## config.mk

```make
export PLATFORM = sky130hd
export DESIGN_NAME = axis_frame_gen
export DESIGN_NICKNAME = d
export VERILOG_FILES = /design/src/rtl/axis_frame_gen.sv
export SDC_FILE = /design/constraint.sdc
export NUM_CORES = 1
export LEC_CHECK = 0
export ABC_AREA = 1
export BUFFER_PORTS_ARGS = -buffer_cell sky130_fd_sc_hd__buf_4
export CAP_MARGIN = 20
export CORE_ASPECT_RATIO = 1.4
export CORE_MARGIN = 1
export CORE_UTILIZATION = 40
export CTS_CLUSTER_SIZE = 40
export DETAILED_ROUTE_END_ITERATION = 6
export PLACE_DENSITY = 0.57
export REMOVE_ABC_BUFFERS = 1
export SYNTH_ARGS = -nofsm -noshare
export SYNTH_HDL_FRONTEND = slang
export SYNTH_SLANG_ARGS = --single-unit
```

## constraint.sdc

```tcl
create_clock -name clk -period 4.3 [get_ports clk]
set_input_delay 0.43 -clock clk [delete_from_list [all_inputs] [get_ports clk]]
set_output_delay 0.43 -clock clk [all_outputs]
set_load 0.005 [all_outputs]
```

## src/rtl/axis_frame_gen.sv

```systemverilog
// AXI-stream frame generator: deterministic payload (seed + beat index), pause/abort at frame
// boundaries, frame/beat statistics. Define AXIS_FRAME_GEN_BADFRAME_EN to mark bad frames on tuser.
module axis_frame_gen #(
    parameter int unsigned DATA_W = 8,
    parameter int unsigned KEEP_W = (DATA_W + 7) / 8,
    parameter int unsigned ID_W   = 8,
    parameter int unsigned DST_W  = 8,
    parameter int unsigned USR_W  = 1,
    parameter int unsigned LEN_W  = 16,
    parameter int unsigned GAP    = 0
) (
    input  logic              clk,
    input  logic              srst_n,
    output logic              m_axis_tvalid,
    input  logic              m_axis_tready,
    output logic [DATA_W-1:0] m_axis_tdata,
    output logic [KEEP_W-1:0] m_axis_tkeep,
    output logic              m_axis_tlast,
    output logic [ID_W-1:0]   m_axis_tid,
    output logic [DST_W-1:0]  m_axis_tdest,
    output logic [USR_W-1:0]  m_axis_tuser,
    input  logic              start,
    input  logic [LEN_W-1:0]  frame_len,
    input  logic [15:0]       frame_cnt,
    input  logic [DATA_W-1:0] seed,
    input  logic [DST_W-1:0]  dest,
    input  logic [7:0]        bad_every,
    input  logic              abort,
    input  logic              pause_req,
    output logic              pause_ack,
    output logic              busy,
    output logic              done,
    output logic [31:0]       stat_frames,
    output logic [31:0]       stat_beats
);

    // Frame index must cover both the 16-bit frame count compare and the tid width.
    localparam int unsigned FW = (ID_W > 16) ? ID_W : 16;
    localparam int unsigned GW = (GAP > 1) ? $clog2(GAP) : 1;

    typedef enum logic [1:0] {StIdle, StSend, StGap, StPause} state_e;

    state_e             state_q, state_d;
    logic [LEN_W-1:0]   len_q, len_d;
    logic [15:0]        cnt_q, cnt_d;
    logic [DATA_W-1:0]  seed_q, seed_d;
    logic [DST_W-1:0]   dest_q, dest_d;
    logic [LEN_W-1:0]   k_q, k_d;
    logic [FW-1:0]      f_q, f_d;
    logic [GW-1:0]      gap_q, gap_d;
    logic [31:0]        frames_q, frames_d;
    logic [31:0]        beats_q, beats_d;

    logic               tvalid_q, tvalid_d;
    logic [DATA_W-1:0]  tdata_q, tdata_d;
    logic [KEEP_W-1:0]  tkeep_q, tkeep_d;
    logic               tlast_q, tlast_d;
    logic [ID_W-1:0]    tid_q, tid_d;
    logic [DST_W-1:0]   tdest_q, tdest_d;
    logic [USR_W-1:0]   tuser_q, tuser_d;
    logic               pause_ack_q, pause_ack_d;
    logic               busy_q, busy_d;
    logic               done_q, done_d;
    logic               accept;

`ifdef AXIS_FRAME_GEN_BADFRAME_EN
    logic [7:0]         be_q, be_d;
`else
    logic               unused_bad_every;
    assign unused_bad_every = ^bad_every;
`endif

    assign accept = tvalid_q && m_axis_tready;

    always_comb begin
        state_d  = state_q;
        len_d    = len_q;
        cnt_d    = cnt_q;
        seed_d   = seed_q;
        dest_d   = dest_q;
        k_d      = k_q;
        f_d      = f_q;
        gap_d    = gap_q;
        frames_d = frames_q;
        beats_d  = beats_q;
        done_d   = 1'b0;
`ifdef AXIS_FRAME_GEN_BADFRAME_EN
        be_d     = be_q;
`endif

        unique case (state_q)
            StIdle: begin
                if (start) begin
                    len_d   = (frame_len == '0) ? LEN_W'(1) : frame_len;
                    cnt_d   = frame_cnt;
                    seed_d  = seed;
                    dest_d  = dest;
                    k_d     = '0;
                    f_d     = '0;
                    state_d = StSend;
`ifdef AXIS_FRAME_GEN_BADFRAME_EN
                    be_d    = bad_every;
`endif
                end
            end
            StSend: begin
                if (accept) begin
                    beats_d = beats_q + 32'd1;
                    // tlast_q was derived from the latched length, so it marks k == len-1.
                    if (tlast_q) begin
                        k_d      = '0;
                        f_d      = f_q + FW'(1);
                        frames_d = frames_q + 32'd1;
                        if (((cnt_q != '0) && (f_q + FW'(1) == FW'(cnt_q))) || abort) begin
                            state_d = StIdle;
                            done_d  = 1'b1;
                        end else if (pause_req) begin
                            state_d = StPause;
                        end else if (GAP != 0) begin
                            state_d = StGap;
                            gap_d   = '0;
                        end
                    end else begin
                        k_d = k_q + LEN_W'(1);
                    end
                end
            end
            StGap: begin
                if (abort) begin
                    state_d = StIdle;
                    done_d  = 1'b1;
                end else if (gap_q == GW'(GAP - 1)) begin
                    state_d = pause_req ? StPause : StSend;
                end else begin
                    gap_d = gap_q + GW'(1);
                end
            end
            StPause: begin
                if (abort) begin
                    state_d = StIdle;
                    done_d  = 1'b1;
                end else if (!pause_req) begin
                    state_d = StSend;
                end
            end
            default: state_d = StIdle;
        endcase

        // Outputs are registered from next-state values; a stalled beat keeps k/f unchanged.
        tvalid_d    = (state_d == StSend);
        tdata_d     = seed_d + DATA_W'(k_d);
        tkeep_d     = tvalid_d ? {KEEP_W{1'b1}} : '0;
        tlast_d     = tvalid_d && (k_d == len_d - LEN_W'(1));
        tid_d       = f_d[ID_W-1:0];
        tdest_d     = dest_d;
        tuser_d     = '0;
`ifdef AXIS_FRAME_GEN_BADFRAME_EN
        tuser_d[0]  = tlast_d && (be_d != '0) && (((f_d + FW'(1)) % FW'(be_d)) == '0);
`endif
        pause_ack_d = (state_d == StPause);
        busy_d      = (state_d != StIdle);
    end

    always_ff @(posedge clk) begin
        if (!srst_n) begin
            state_q     <= StIdle;
            len_q       <= '0;
            cnt_q       <= '0;
            seed_q      <= '0;
            dest_q      <= '0;
            k_q         <= '0;
            f_q         <= '0;
            gap_q       <= '0;
            frames_q    <= '0;
            beats_q     <= '0;
            tvalid_q    <= 1'b0;
            tdata_q     <= '0;
            tkeep_q     <= '0;
            tlast_q     <= 1'b0;
            tid_q       <= '0;
            tdest_q     <= '0;
            tuser_q     <= '0;
            pause_ack_q <= 1'b0;
            busy_q      <= 1'b0;
            done_q      <= 1'b0;
`ifdef AXIS_FRAME_GEN_BADFRAME_EN
            be_q        <= '0;
`endif
        end else begin
            state_q     <= state_d;
            len_q       <= len_d;
            cnt_q       <= cnt_d;
            seed_q      <= seed_d;
            dest_q      <= dest_d;
            k_q         <= k_d;
            f_q         <= f_d;
            gap_q       <= gap_d;
            frames_q    <= frames_d;
            beats_q     <= beats_d;
            tvalid_q    <= tvalid_d;
            tdata_q     <= tdata_d;
            tkeep_q     <= tkeep_d;
            tlast_q     <= tlast_d;
            tid_q       <= tid_d;
            tdest_q     <= tdest_d;
            tuser_q     <= tuser_d;
            pause_ack_q <= pause_ack_d;
            busy_q      <= busy_d;
            done_q      <= done_d;
`ifdef AXIS_FRAME_GEN_BADFRAME_EN
            be_q        <= be_d;
`endif
        end
    end

    assign m_axis_tvalid = tvalid_q;
    assign m_axis_tdata  = tdata_q;
    assign m_axis_tkeep  = tkeep_q;
    assign m_axis_tlast  = tlast_q;
    assign m_axis_tid    = tid_q;
    assign m_axis_tdest  = tdest_q;
    assign m_axis_tuser  = tuser_q;
    assign pause_ack     = pause_ack_q;
    assign busy          = busy_q;
    assign done          = done_q;
    assign stat_frames   = frames_q;
    assign stat_beats    = beats_q;

endmodule

```

==> results of run 1 <==
-- registers in the layout (all words and copies together) (netlist names) --
name,flops
stat_beats,32
stat_frames,32
cnt_q,16
f_q,16
k_q,16
len_q,16
m_axis_tdata,8
m_axis_tdest,8
seed_q,8
state_q,2
busy,1
done,1
gap_q,1
m_axis_tlast,1
m_axis_tvalid,1
pause_ack,1
-- worst min-delay path, stage by stage --
cell,delay (ps)
sky130_fd_sc_hd__buf_4,70
sky130_fd_sc_hd__o21ai_0,70
sky130_fd_sc_hd__nor2_1,80
-- cells by family after synthesis --
group | Yosys count
buffers and inverters | 228
xor gates and xnor gates | 24
muxes | 2
DFF | 160
and+or+nand+nor | 751
other | 1
AOI/OAI and AO/OA | 191
adders and majority gates | 13
-- layout by cell type (no fill, tap or decap), types with 5 or more instances in the layout --
cell and n:
sky130_fd_sc_hd__clkbuf_8 5, sky130_fd_sc_hd__nor4_1 8, sky130_fd_sc_hd__nand3_1 125, sky130_fd_sc_hd__nand2_1 327, sky130_fd_sc_hd__nor3_1 27, sky130_fd_sc_hd__inv_2 5
sky130_fd_sc_hd__dfxtp_1 160, sky130_fd_sc_hd__ha_1 12, sky130_fd_sc_hd__o21ai_0 85, sky130_fd_sc_hd__a21oi_1 87, sky130_fd_sc_hd__xnor2_1 8, sky130_fd_sc_hd__nor2_1 195
sky130_fd_sc_hd__xor2_1 14, sky130_fd_sc_hd__nor2_2 10, sky130_fd_sc_hd__nand4_1 22, sky130_fd_sc_hd__o21a_1 7, sky130_fd_sc_hd__nor2_4 5, sky130_fd_sc_hd__buf_4 156
sky130_fd_sc_hd__clkbuf_16 17, sky130_fd_sc_hd__inv_1 181, sky130_fd_sc_hd__or2_2 8
-- power breakdown --
group | switching, W | internal [W] | leakage, nW
Sequential | 0.0000203 | 0.00152 | 1.30
Combinational | 0.000228 | 0.000150 | 3.19
Clock | 0.000618 | 0.000868 | 0.280
-- through the flow --
stage	setup slack (ps)	hold slack [ps]	instance area, um2	instances
global placement	1070	449	10200	1781
finish	1140	260	10700	1812
floorplan	936	441	8620	1328
detailed placement	1050	458	10200	1781
CTS	1100	239	10700	1812
global route	699	267	10700	1812
-- cell type report --
type	count	area, um2	share of cell area (%)
repair buffers	156	1170	10.9
well taps	297	372	3.46
flip-flops and latches	160	3200	29.8
clock buffers	22	494	4.60
multi-input cells	982	4720	44.0
inverters	186	698	6.50
clock inverters	9	81.3	0.757
-- per-layer routing --
layer / wire, um / global-route usage (%) / up-vias
li1: - / - / 4648
met1: 10200 / 24.2 / 3948
met2: 12400 / 39.9 / 134
met3: 679 / 3.44 / 30
met4: 470 / 7.40 / 0
met5: 0 / 0 / -
-- path summary, 6_finish.rpt --
check                     to            start
min reg2reg  stat_frames[30]  stat_frames[30]
max          m_axis_tdata[7]       state_q[0]
max reg2reg  m_axis_tdata[7]       state_q[0]
min          m_axis_tdest[1]          dest[1]
==> reports/metrics.cfg, run 1 <==
[logic_synthesis]
synth_top_cells_by_area=sky130_fd_sc_hd__dfxtp_1 36%, sky130_fd_sc_hd__nand2_1 14%, sky130_fd_sc_hd__nor2_1 8.3%
synthArstFlopShare_pct=0
synth_top_flop_cell=sky130_fd_sc_hd__dfxtp_1
ys_ff_latch=160
synth-seq-area-share_pct=36.3
synth-xor-area-share_pct=2.71
yosys-mux-area-fraction_pct=0.227
synth_enable_flop_cells=0
largest_family_of_logic_cells_by_synthesized_area=simple AND/OR/NAND/NOR gates
synth_compound_area_share_pct=11.3
synthesis.area_um2=8830
yosysMostFrequentCell=sky130_fd_sc_hd__nand2_1
synth_largest_area_cell=sky130_fd_sc_hd__dfxtp_1
postSynthAreaPerCell_um2=6.45
synth_top_cell_area_share_pct=36.3
synth.lib_cells_used.distinct=43
synth_fa_ha_area_share_pct=1.93
yosysWarnings=0
post_synth_inst_count=1370
synthSimpleGateAreaFrac_pct=37.2
ranking_of_synthesized_cells_by_instance_count=327 x sky130_fd_sc_hd__nand2_1, 195 x sky130_fd_sc_hd__nor2_1, 181 x sky130_fd_sc_hd__inv_1

[timing]
finalMaxSlewViolations=0
maxSlewHeadroom_pct=51.3
fin_tns_setup_ps=0
min_period_ps=3160
maxClockFrequency_ghz=0.316
finalSetupViolations=0
fin_worst_skew_ps=7.93
final-hold-violation-count=0
fin_crit_share_pct=73.5
grt_setup_unrepaired=no
slew_of_the_pin_with_the_lowest_slew_margin_ps=724

[setup_path]
worst-path-max-fanout=16
startpoint_type=flip-flop
crit_type=flip-flop to flip-flop
cp_top_family=simple AND/OR/NAND/NOR gates
worstSetupEndpointType=flip-flop
required_ps=4660
cpMaxStageDelayCell=sky130_fd_sc_hd__dfxtp_1
timing.reg2reg.worst_path_depth=17
crit_path_dat_ps=3520
worstPathBufferInverterCount=3
cp.depth=17
worst_path_largest_cell_delay_ps=430
crit_chain=nor2_1, nand2_2, inv_1, buf_4, or2_2, o21ai_0, inv_1, ha_1, nand3_1, nand3_1, a21o_1, nand2_1, a21oi_1, nor2_1, o21bai_1, o21ai_0, a21oi_1
ff2ff_setup_slack_ps=1140

[drt]
detail_route.drc_violations=0
per_cell_via_count_in_the_routed_design=4.83
routed-via-count=8760
drt_iter0_drc=386
routed_wl_um=23800
firstDrtPassIters=7
avgRoutedWirePerCell_um=13.1
antenna_violating_nets_post_route=0

[pwr]
power.leakage_nw=4.78
worst_ir_drop_vdd_mv=0.281
pwr_density_cell_nw_per_um2=317
power_after_layout_w=0.00341

[global_routing]
antenna_found_initial=0
via_count_of_the_first_global_routing_pass=7997
globalRoute.totalOverflow=0
grt_max_degree=67
global_route.usage.total_pct=21.3
grt_pass1_wl_um=38400

[final_layout]
layout-drive-gt1-share_pct=15.0
fraction_of_the_core_area_covered_by_cells_at_the_end_of_the_flow_pct=49.3
syn_to_final_growth_pct=21.6
design.final.nets=1578
inserted_diodes=0
num-fill-cells=2312

[floorplan]
fp.dieArea_um2=22700
floorplan.core_area_um2=21800
die_x_um=128
die_height_um=178
initial_core_util_pct=40.5
floorplan.io_pins=157
std_cell_rows=64

[cts]
cts.htree.levels=4
clock_sink_count=160
cts-resized-gates=0
cts_tree=built
hold_buffers=0
clk_latency_ps=430
post-cts-setup-buffer-count=0
clkSlewWorstSetupHoldPaths_ps=60
clk_path_buf_depth=2
cts_buffers=17
clock-root-buffer=sky130_fd_sc_hd__clkbuf_16

[place]
buffer_ports.inserted=147
dpl.hpwl_um=17900
place.gp.congestion=0.877

[flow_run]
max_cap_viol_count=0

[hold_path]
hold_path_depth=3
timing.hold.worst.class=input port to flip-flop

[outcome]
status=complete, no violations

Power figures use the tool's default switching activity.
==> inputs of run 2 (changes only) <==
==> constraint.sdc (replaced) <==
create_clock -name clk -period 3.2 [get_ports clk]
set_input_delay 0.32 -clock clk [delete_from_list [all_inputs] [get_ports clk]]
set_output_delay 0.32 -clock clk [all_outputs]
set_load 0.005 [all_outputs]
==> run 2 against run 1 <==
  * Sequential power up 34%
  * Maximum frequency up 13%
  * Clock power up 40%
  * Core utilization up 0.41 points
  * Non-clock buffer count up 7
  * Worst hold slack worse by 130 ps
  * Setup slack worse by 730 ps
  * Final area up 0.84%
  * First-iteration DRC count up 76%
  * Global-route usage up 0.55 points
  * Critical path depth unchanged
==> reports/metrics.cfg, run 2 (synthesis results as in run 1) <==
[timing]
fin_worst_skew_ps=6.81  ; was 7.93 ps
finalSetupViolations=0  ; unchanged
maxClockFrequency_ghz=0.358  ; was 0.316 GHz
maxSlewHeadroom_pct=41.7  ; was 51.3%
slew_of_the_pin_with_the_lowest_slew_margin_ps=873  ; was 724 ps
fin_crit_share_pct=87.2  ; was 73.5%
grt_setup_unrepaired=no  ; unchanged
finalMaxSlewViolations=0  ; unchanged
min_period_ps=2790  ; was 3160 ps
final-hold-violation-count=0  ; unchanged
layout_setup_ws_ps=408  ; was 1140 ps
whs_ps=131  ; was 260 ps

[setup_path]
worst-path-max-fanout=15  ; was 16
worstPathBufferInverterCount=3  ; unchanged
worst_path_largest_cell_delay_ps=430  ; about the same
cp_top_family=simple AND/OR/NAND/NOR gates  ; unchanged
crit_chain=nor2_1, nand2_4, inv_1, or2_2, o21ai_0, inv_1, ha_1, fa_1, nand2_1, nand2_1, a21oi_1, inv_1, nand2_1, a21oi_1, nor2_1, o21ai_0, a21oi_1  ; was nor2_1, nand2_2, inv_1, buf_4, or2_2, o21ai_0, inv_1, ha_1, nand3_1, nand3_1, a21o_1, nand2_1, a21oi_1, nor2_1, o21bai_1, o21ai_0, a21oi_1
worstSetupEndpointType=flip-flop  ; unchanged
crit_type=flip-flop to flip-flop  ; unchanged
cpMaxStageDelayCell=sky130_fd_sc_hd__dfxtp_1  ; unchanged
startpoint_type=flip-flop  ; unchanged
required_ps=3560  ; was 4660 ps
crit_path_dat_ps=3150  ; was 3520 ps

[outcome]
status=complete, no violations  ; unchanged

[pwr]
clock_power_share_pct=44.7  ; was 43.6%
power_report.internal_total_w=0.00348  ; was 0.00254 W
combinationalPowerShare_pct=11.1  ; about the same
power.leakage_nw=4.82  ; was 4.78 nW
p_seq_share_pct=44.2  ; was 45.3%
swShare_pct=25.8  ; was 25.4%
worst_ir_drop_vdd_mv=0.379  ; was 0.281 mV
netSwitchingPower_w=0.00121  ; was 0.000866 W
pwr_density_cell_nw_per_um2=433  ; was 317 nW/um2

[final_layout]
design.final.nets=1585  ; was 1,578
highest_count_cells_in_the_layout_ignoring_fill_and_taps=327 x sky130_fd_sc_hd__nand2_1, 195 x sky130_fd_sc_hd__nor2_1, 181 x sky130_fd_sc_hd__inv_1, 162 x sky130_fd_sc_hd__buf_4, 160 x sky130_fd_sc_hd__dfxtp_1  ; was 327 x sky130_fd_sc_hd__nand2_1, 195 x sky130_fd_sc_hd__nor2_1, 181 x sky130_fd_sc_hd__inv_1, 160 x sky130_fd_sc_hd__dfxtp_1, 156 x sky130_fd_sc_hd__buf_4
num-fill-cells=2357  ; was 2,312
layout-drive-gt1-share_pct=15.3  ; was 15.0%
final_common_cell=sky130_fd_sc_hd__nand2_1  ; unchanged
multi_input_comb_area_um2=4730  ; was 4720 um2
seq_area_um2=3200  ; unchanged
syn_to_final_growth_pct=22.6  ; was 21.6%
inserted_diodes=0  ; unchanged

[floorplan]
floorplan.core_area_um2=21800  ; unchanged
die_x_um=128  ; unchanged
initial_core_util_pct=40.5  ; unchanged
die_height_um=178  ; unchanged
std_cell_rows=64  ; unchanged
fp.dieArea_um2=22700  ; unchanged
floorplan.io_pins=157  ; unchanged

[drt]
avgRoutedWirePerCell_um=13.1  ; about the same
per_cell_via_count_in_the_routed_design=4.86  ; was 4.83
routed-via-count=8835  ; was 8,760
detail_route.drc_violations=0  ; unchanged
routed_wl_um=23900  ; was 23,800 um
firstDrtPassIters=5  ; was 7
antenna_violating_nets_post_route=0  ; unchanged
drt_iter0_drc=680  ; was 386

[global_routing]
grt_max_degree=66  ; was 67
antenna_found_initial=0  ; unchanged
global_route.usage.total_pct=21.8  ; was 21.3%
grt_pass1_wl_um=39000  ; was 38,400 um
globalRoute.totalOverflow=0  ; unchanged
via_count_of_the_first_global_routing_pass=8096  ; was 7,997

[cts]
clock_sink_count=160  ; unchanged
cts_buffers=17  ; unchanged
clk_path_buf_depth=2  ; unchanged
cts.htree.levels=4  ; unchanged
cts_tree=built  ; unchanged
cts-resized-gates=0  ; unchanged
clock-root-buffer=sky130_fd_sc_hd__clkbuf_16  ; unchanged
clk_latency_ps=440  ; was 430 ps
clkSlewWorstSetupHoldPaths_ps=60  ; about the same
post-cts-setup-buffer-count=0  ; unchanged
hold_buffers=0  ; unchanged

[place]
buffer_ports.inserted=147  ; unchanged
place.gp.congestion=0.871  ; was 0.877
dpl.hpwl_um=18000  ; was 17,900 um
place_ws_ps=304  ; was 1050 ps

[hold_path]
timing.hold.worst.class=input port to flip-flop  ; unchanged

[flow_run]
max_cap_viol_count=0  ; unchanged

[run 2: cell types whose count changed in the layout (fill, tap and decap cells not counted)]
cell                        before  now
sky130_fd_sc_hd__bufinv_16       1    3
sky130_fd_sc_hd__inv_6           1    0
sky130_fd_sc_hd__clkbuf_1        0    1
sky130_fd_sc_hd__clkinv_4        0    5
sky130_fd_sc_hd__clkbuf_8        5    0
sky130_fd_sc_hd__nand2_2         3    2
sky130_fd_sc_hd__buf_12          0    1
sky130_fd_sc_hd__nand2_4         1    2
sky130_fd_sc_hd__clkinv_2        4    2
sky130_fd_sc_hd__buf_4         156  162
[run 2: area by class of cell]
type | count | share of cell area (%)
multi-input cells | 982 | 43.6
clock inverters | 13 | 1.54
repair buffers | 163 | 11.4
inverters | 186 | 6.45
well taps | 297 | 3.43
clock buffers | 18 | 3.96
flip-flops and latches | 160 | 29.6
[run 2: worst paths after layout]
kind | startpoint | endpoint | slack (ps) | cells after the start
worst max register to register | state_q[1] | m_axis_tdata[6] | 410 | 17
worst min register to register | stat_frames[30] | stat_frames[30] | 460 | 2
worst max-delay path | state_q[1] | m_axis_tdata[6] | 410 | 17
worst min-delay path | dest[7] | m_axis_tdest[7] | 130 | 3
[run 2: tightest hold or removal path, delay by kind of cell]
| family | cells | cell delay (ps) |
|---|---|---|
| compound gates | 1 | 70 |
| simple gates | 1 | 70 |
| buf+inv | 1 | 70 |
[run 2: per-layer routing]
| metal | GRT usage [%] | share of wire (%) | vias to the layer above |
|---|---|---|---|
| met4 | 7.99 | 2.3 | 0 |
| met1 | 24.4 | 42 | 4001 |
| met2 | 41.0 | 53 | 139 |
| li1 | - | - | 4659 |
| met5 | 0 | 0 | - |
| met3 | 3.86 | 3.2 | 36 |
[run 2: power by group through the flow]
stage               sequential (W)  combinational (W)  clock [W]
floorplan                  0.00212           0.000312          0
global placement           0.00212           0.000518          0
detailed placement         0.00212           0.000522          0
CTS                        0.00207           0.000524    0.00215
global route               0.00208           0.000598    0.00224
finish                     0.00207           0.000520    0.00209
[run 2: metrics by stage]
step	instance area, um2	cells	setup TNS, ps	power, W	utilization (%)
4_1_cts	10800	1819	0	0.00475	49.7
6_report	10800	1819	0	0.00469	49.7
3_3_place_gp	10200	1788	0	0.00264	47.0
2_1_floorplan	8620	1328	-386	0.00243	-
3_5_place_dp	10200	1788	0	0.00264	47.0
5_1_grt	10800	1819	0	0.00491	49.7
